[src/rtl/ex_pipe_regs_pkg.sv]
// Shared opcode constants and writeback decode for the EX/MEM/WB register chain
// and the forwarding unit.
package ex_pipe_regs_pkg;

  localparam logic [4:0] OPC_LOAD   = 5'b00000;
  localparam logic [4:0] OPC_OP_IMM = 5'b00100;
  localparam logic [4:0] OPC_AUIPC  = 5'b00101;
  localparam logic [4:0] OPC_OP     = 5'b01100;
  localparam logic [4:0] OPC_LUI    = 5'b01101;
  localparam logic [4:0] OPC_JALR   = 5'b11001;
  localparam logic [4:0] OPC_JAL    = 5'b11011;

  // addi x0,x0,0 : rd=rs1=rs2=0, so a bubble never forwards or writes back
  localparam logic [31:0] NOP = 32'h0000_0013;

  function automatic logic writes_rd(input logic [4:0] opc);
    case (opc)
      OPC_OP, OPC_OP_IMM, OPC_LOAD, OPC_LUI,
      OPC_AUIPC, OPC_JAL, OPC_JALR: return 1'b1;
      default:                      return 1'b0;
    endcase
  endfunction

endpackage

[src/rtl/ex_pipe_regs_hazard_detect.sv]
// Load-use detector: a load in EXE whose rd is read by the instruction in ID.
// Conservative: rs1/rs2 fields are compared whatever the ID format.
module hazard_detect
  import ex_pipe_regs_pkg::*;
#(
  parameter int IW = 32
) (
  input  logic [IW-1:0] id_inst,
  input  logic [IW-1:0] exeinst,
  output logic          hazard
);

  logic [4:0] ex_rd;
  logic       unused_bits;

  assign ex_rd  = exeinst[11:7];
  assign hazard = (exeinst[6:2] == OPC_LOAD) && (ex_rd != 5'd0) &&
                  ((ex_rd == id_inst[19:15]) || (ex_rd == id_inst[24:20]));

  assign unused_bits = ^{id_inst[IW-1:25], id_inst[14:0],
                         exeinst[IW-1:12], exeinst[1:0]};

endmodule

[src/rtl/ex_pipe_regs.sv]
// ID/EX -> EX/MEM -> MEM/WB register chain with load-use stall, branch flush,
// memory-busy freeze and a saturating stall-cycle counter.
module ex_pipe_regs
  import ex_pipe_regs_pkg::*;
#(
  parameter int RFW = 5,
  parameter int DW  = 32,
  parameter int IW  = 32,
  parameter int CW  = 32
) (
  input  logic           clk,
  input  logic           rst_n,
  input  logic [IW-1:0]  id_inst,
  input  logic           flush,
  input  logic           mem_busy,
  input  logic [DW-1:0]  alu_result,
  input  logic [DW-1:0]  mem_rdata,
  output logic           stall_out,
  output logic [IW-1:0]  exeinst,
  output logic [IW-1:0]  meminst,
  output logic [DW-1:0]  memdata,
  output logic           wb_we,
  output logic [RFW-1:0] wb_rd,
  output logic [DW-1:0]  wb_data,
  output logic [CW-1:0]  stall_cnt
);

  localparam logic [IW-1:0] NOP_I = IW'(NOP);

  logic          hazard;
  logic [DW-1:0] exmem_res;
  logic [IW-1:0] wb_inst;
  logic [DW-1:0] wb_res;
  logic          unused_wb;

  hazard_detect #(.IW(IW)) u_hazard (
    .id_inst (id_inst),
    .exeinst (exeinst),
    .hazard  (hazard)
  );

  // a flushed dependent instruction is dead, so it needs no stall
  assign stall_out = mem_busy | (hazard & ~flush);
  assign memdata   = (meminst[6:2] == OPC_LOAD) ? mem_rdata : exmem_res;

  always_ff @(posedge clk or negedge rst_n) begin
    if (!rst_n) begin
      exeinst   <= NOP_I;
      meminst   <= NOP_I;
      exmem_res <= '0;
      wb_inst   <= NOP_I;
      wb_res    <= '0;
    end else if (!mem_busy) begin
      exeinst   <= (flush | hazard) ? NOP_I : id_inst;
      meminst   <= exeinst;
      exmem_res <= alu_result;
      wb_inst   <= meminst;
      wb_res    <= memdata;
    end
  end

  always_ff @(posedge clk or negedge rst_n) begin
    if (!rst_n)
      stall_cnt <= '0;
    else if (stall_out && (stall_cnt != '1))
      stall_cnt <= stall_cnt + CW'(1);
  end

  assign wb_we   = writes_rd(wb_inst[6:2]) && (wb_inst[11:7] != 5'd0);
  assign wb_rd   = RFW'(wb_inst[11:7]);
  assign wb_data = wb_res;

  assign unused_wb = ^{wb_inst[IW-1:12], wb_inst[1:0]};

endmodule

[config.mk]
export PLATFORM = sky130hd
export DESIGN_NAME = ex_pipe_regs
export DESIGN_NICKNAME = d
export VERILOG_FILES = /design/src/rtl/ex_pipe_regs_pkg.sv /design/src/rtl/ex_pipe_regs_hazard_detect.sv /design/src/rtl/ex_pipe_regs.sv
export SDC_FILE = /design/constraint.sdc
export NUM_CORES = 1
export LEC_CHECK = 0
export ABC_AREA = 0
export CORE_AREA = 2 2 138 140
export DETAILED_ROUTE_END_ITERATION = 8
export DIE_AREA = 0 0 140 142
export PLACE_DENSITY = 0.81
export SLEW_MARGIN = 10
export SYNTH_ARGS = -nofsm -noshare
export SYNTH_HDL_FRONTEND = slang
export SYNTH_SLANG_ARGS = --single-unit
[constraint.sdc]
create_clock -name clk -period 2.3 [get_ports clk]
set_clock_uncertainty 0.1 [all_clocks]
set_input_delay 0.575 -clock clk [delete_from_list [all_inputs] [get_ports clk]]
set_output_delay 0.575 -clock clk [all_outputs]
set_load 0.05 [all_outputs]
# [Word-level counts from Yosys, hierarchy flattened]
# Index checks and enable logic that the tools add are counted.
[classes] n_reduce_logical=11 bitwise=4 eq_ne=9 addsub=1 n_mux=3
[op_table] cell="$mux 32" n=2
[op_table] cell="$add 32x1->32 const B" n=1
[op_table] cell="$ne 32x32->1 const B" n=1
[op_table] cell="$logic_not 5->1" n=3
[op_table] cell="$eq 5x3->1 const B" n=2
[op_table] cell="$eq 5x4->1 const B" n=2
[op_table] cell="$eq 5x5->1" n=2
[op_table] cell="$eq 5x5->1 const B" n=2
[op_table] cell="$reduce_bool 5->1" n=2
[op_table] cell="$reduce_or 7->1" n=1
[op_table] cell="$logic_and 1x1->1" n=4
[op_table] cell="$or 1x1->1" n=2
[op_table] cell="$and 1x1->1" n=1
[op_table] cell="$logic_or 1x1->1" n=1
[op_table] cell="$mux 1" n=1
[op_table] cell="$not 1->1" n=1
[word_totals] ff_bits=172 in_bits=100 word_cells=34 out_inout_bits=167

# [Longest topological paths before layout]
[logic_depth] word_depth=6 ltp_mapped=9 ltp_nobuf=7

# [Modules after synthesis]
# From an unflattened synthesis, not the netlist that was laid out.
[hier_totals] cells_unflattened=522 area_unflattened_um2=7250.7
[by_module_without_submodules] mod="ex_pipe_regs" area_per_inst_um2=7109.3 n_inst=1 seq_area_each_um2=4262.8 cells_per_inst=503
[by_module_without_submodules] mod="hazard_detect" area_per_inst_um2=141.4 n_inst=1 seq_area_each_um2=0.0 cells_per_inst=19

# [Least setup slack after synthesis]
# No wires, ideal clock.
[synth_timing] kind="register to output" start="register meminst[2]" end="output port memdata[2]" required_ns=1.625 n_path_buf=1 path_slack_ns=-0.463 stages_incl_launch_ff=5 arrival_ns=2.088 path_cell_list="dfrtp_1 -> or4_1 -> nor2_2 -> buf_2 -> mux2_1"
[synth_between] elab_chain_len=2
[synth_rtl] item="start: declaration" line="ex_pipe_regs.sv:20" text="output logic [IW-1:0] meminst,"
[synth_rtl] item="start signal: assignment" line="ex_pipe_regs.sv:55" text="meminst <= exeinst;"
[synth_rtl] item="$logic_not 5->1" line="ex_pipe_regs.sv:44" text="assign memdata = (meminst[6:2] == OPC_LOAD) ? mem_rdata : exmem_res;"
[synth_rtl] item="$mux 32" line="ex_pipe_regs.sv:44"
[synth_rtl] item="end: declaration" line="ex_pipe_regs.sv:21" text="output logic [DW-1:0] memdata,"
# No other way between the ends.

# [Final worst setup path]
[layout_timing] start="register meminst[5]" end="output port memdata[17]"
# Same word-level chain as after synthesis.

==> results.ini <==
[clock_tree]
tritoncts_num_sinks=170
cts_buffers=17
cts_htree_levels=4
worst_skew_pair.late_latency_ps=420
cts_tree=done
cts_root_buffer=clkbuf_16
clk_pin_slew_worst_paths_ps=70
cts.path.max_buffers=2

[yosys]
synth-edff-count=0
avgSynthCellArea_sq_um=14.24
syn-num-nets=611
synth_seq_cells=170
synth_flop_cell=dfrtp_1
synthArstFlopShare_pct=100.0
share_of_the_yosys_chip_area_belonging_to_registers_pct=58.71
synth_warnings=0
netlist_area_sq_mm=0.007261
synthDistinctLibCells=41
synthesis.instances=510

[finish]
layout_commonest_cell=dfrtp_1
nNetsFinal=936
drive_above_1_share_pct=44.22
antenna_cells_inserted=0
flow.area_growth_from_synthesis_pct=66.16
n_fill_cell=1320
layout_common_cells=dfrtp_1, clkdlybuf4s50_1, mux2_2, buf_4, buf_12

[route]
post_detailed_route_wirelength_per_cell_um=18.99
first_iter_violations=254
firstDrtPassIters=6
finalWirelength_mm=20.55
vias_per_cell=5.015
detail_route.drc_violations=24
vias=5426
ant_nets=0

[timing]
grt_setup_unrepaired=true
final_max_slew_viol_count=0
finalHoldWorstSlack_ps=373.3
finalCriticalPeriod_ps=2946
fmax_mhz=339.5
timing.final.ws_setup_ps=-645.6
hold_violations=0
setup_viol_count_final=48
period_share_pct=128.1
slew_headroom_pct=56.36
worst_pin_slew_ps=654.6

[critical_path]
setup.worst_path.start_class=flip-flop
crit_type=reg2out
cp_top_family=simple AND/OR/NAND/NOR gates
cp_max_fo=10
worstPathArrival_ps=2270
worstPathCellList=or4_4 > nor2_4 > buf_6 > buf_16 > mux2_4 > buf_12
worst-r2r-setup-slack_ps=-60
cell_with_the_largest_stage_delay_on_the_worst_path=or4_4
cp.buffers_inverters=3
cp.required_ps=1620
worst_setup_path_end_kind=output port
cpPeakStageDelay_ps=520
timing.critical_path.from=meminst[5]
crit-reg2reg-launch=exeinst[11]

[grt]
via_count_of_the_first_global_routing_pass=5537
global_route_wire_length_before_repair_mm=31.24
track_usage_pct=20.31
use_met1_pct=26.70
groute.layer.met3.usage_pct=6.090
grt_max_degree=83
grt_overflow=0
grt_busiest_layer=met2
globalRouteMet2Util_pct=33.24
grt_antenna_before_repair=1

[outcome]
violations=DRC, setup timing
outcome=finished with violations

[min_path]
min-delay-start=mem_busy
hold_class=in2reg

[floorplanning]
initial_core_util_pct=39.34
design.portCount=267
die_h_um=142
placeableCoreArea_sq_mm=0.01846
floorplan.die_area_sq_mm=0.01988
chipWidth_um=140
placementRows=50

[flow_run]
max_cap_violations=0

[pwr]
total_power_mw=10.38
power-per-cell-area_mw_per_mm2=860.5
power.leakage_nw=5.857
power.ir.vdd_worst_v=0.0008567

[placement]
place.detailed.hpwl_mm=14.26
place.gp.congestion=0.8190
port_buffers=266

[per-layer routing]
layer	up-vias	wire (um)
li1	2498	-
met1	2703	8763
met2	205	10070
met3	18	1498
met4	2	202
met5	-	13
[final timing paths]
check                                end  depth (start not counted)
min in group asynchronous    meminst[22]                          2
max reg2reg                stall_cnt[16]                         10
min                          exeinst[20]                          2
min reg2reg                  meminst[27]                          1
max in group asynchronous  exmem_res[14]                          3
max                          memdata[17]                          6
[Yosys cell counts, drive strengths merged, types with 2 or more instances]
cell / number / share of area (%)
clkbuf: 17 / 0.88
xor2: 12 / 1.4
dfrtp: 163 / 56
a22o: 29 / 3.5
nand3: 14 / 0.97
nand2: 8 / 0.41
nor2b: 3 / 0.26
nor4: 2 / 0.38
or4: 3 / 0.31
and2: 3 / 0.26
a21oi: 4 / 0.28
nor3: 5 / 0.71
and4: 5 / 0.60
xnor2: 28 / 3.4
buf: 15 / 1.4
nor2: 10 / 0.59
nand4: 14 / 1.2
dfstp: 7 / 2.5
mux2: 140 / 22
inv: 5 / 0.26
and3: 13 / 1.2
[worst register-to-register path, stage by stage, from the launching register on]
cell       delay, ps
dfrtp_2          460
buf_6            160
xor2_4           180
nor3_4           250
a221oi_4         110
buf_6            140
nor3_4           270
buf_6            170
clkbuf_16        160
nand4_1          120
xnor2_1          140
[area by class of cell]
class	count	area, sq um	share of cell area (%)
clock buffers	17	425.4	3.526
clock inverters	15	211.5	1.753
inverters	5	18.77	0.1556
multi-input cells	303	3147	26.08
flip-flops and latches	170	4274	35.43
well taps	234	292.8	2.427
repair buffers	338	3695	30.63
[timing repair]
| action | 4_1_cts | 5_1_grt |
|---|---|---|
| endpoints found under the hold margin | 34 | 0 |
| setup buffers | 14 | 10 |
| pin swaps | 10 | 18 |
| gates cloned | 2 | 3 |
| hold buffers | 1 | 0 |
| endpoints found under the setup margin | 73 | 97 |
| resized for setup | 60 | 69 |
[kinds of logic (layout without fill, tap and decap cells)]
kind of cell,after synthesis,in the layout,synth area share [%]
flip-flops,170,170,58.71
multiplexers,140,140,21.76
AND/OR/NAND/NOR,84,84,7.444
XOR/XNOR,40,40,4.825
AO/OA/AOI/OAI,38,38,4.567
buffers and inverters,37,375,2.516
adder cells (fa/ha/maj),1,1,0.1723
[metrics by stage]
step | cell area [sq um] | cells | util [%] | setup WS [ps] | setup TNS, ps
after floorplan | 7428 | 510 | - | -221.1 | -8307
after global placement | 10830 | 1022 | 58.71 | -499.8 | -24870
after detailed placement | 10830 | 1022 | 58.71 | -563.5 | -27770
after CTS | 11690 | 1071 | 63.36 | -669.2 | -21030
after global routing | 12060 | 1082 | 65.37 | -729.2 | -24730
final | 12060 | 1082 | 65.37 | -645.6 | -20500
[sequential cells by signal, summed over array words and instances (netlist names)]
signal,flops
meminst,32
exmem_res,32
exeinst,32
stall_cnt,32
wb_inst,10
wb_data,32
[power breakdown]
part	switching (mW)	internal (mW)
clock network	1.26	1.84
logic	2.13	1.56
registers	0.228	3.36
(Power assumes the default switching activity.)
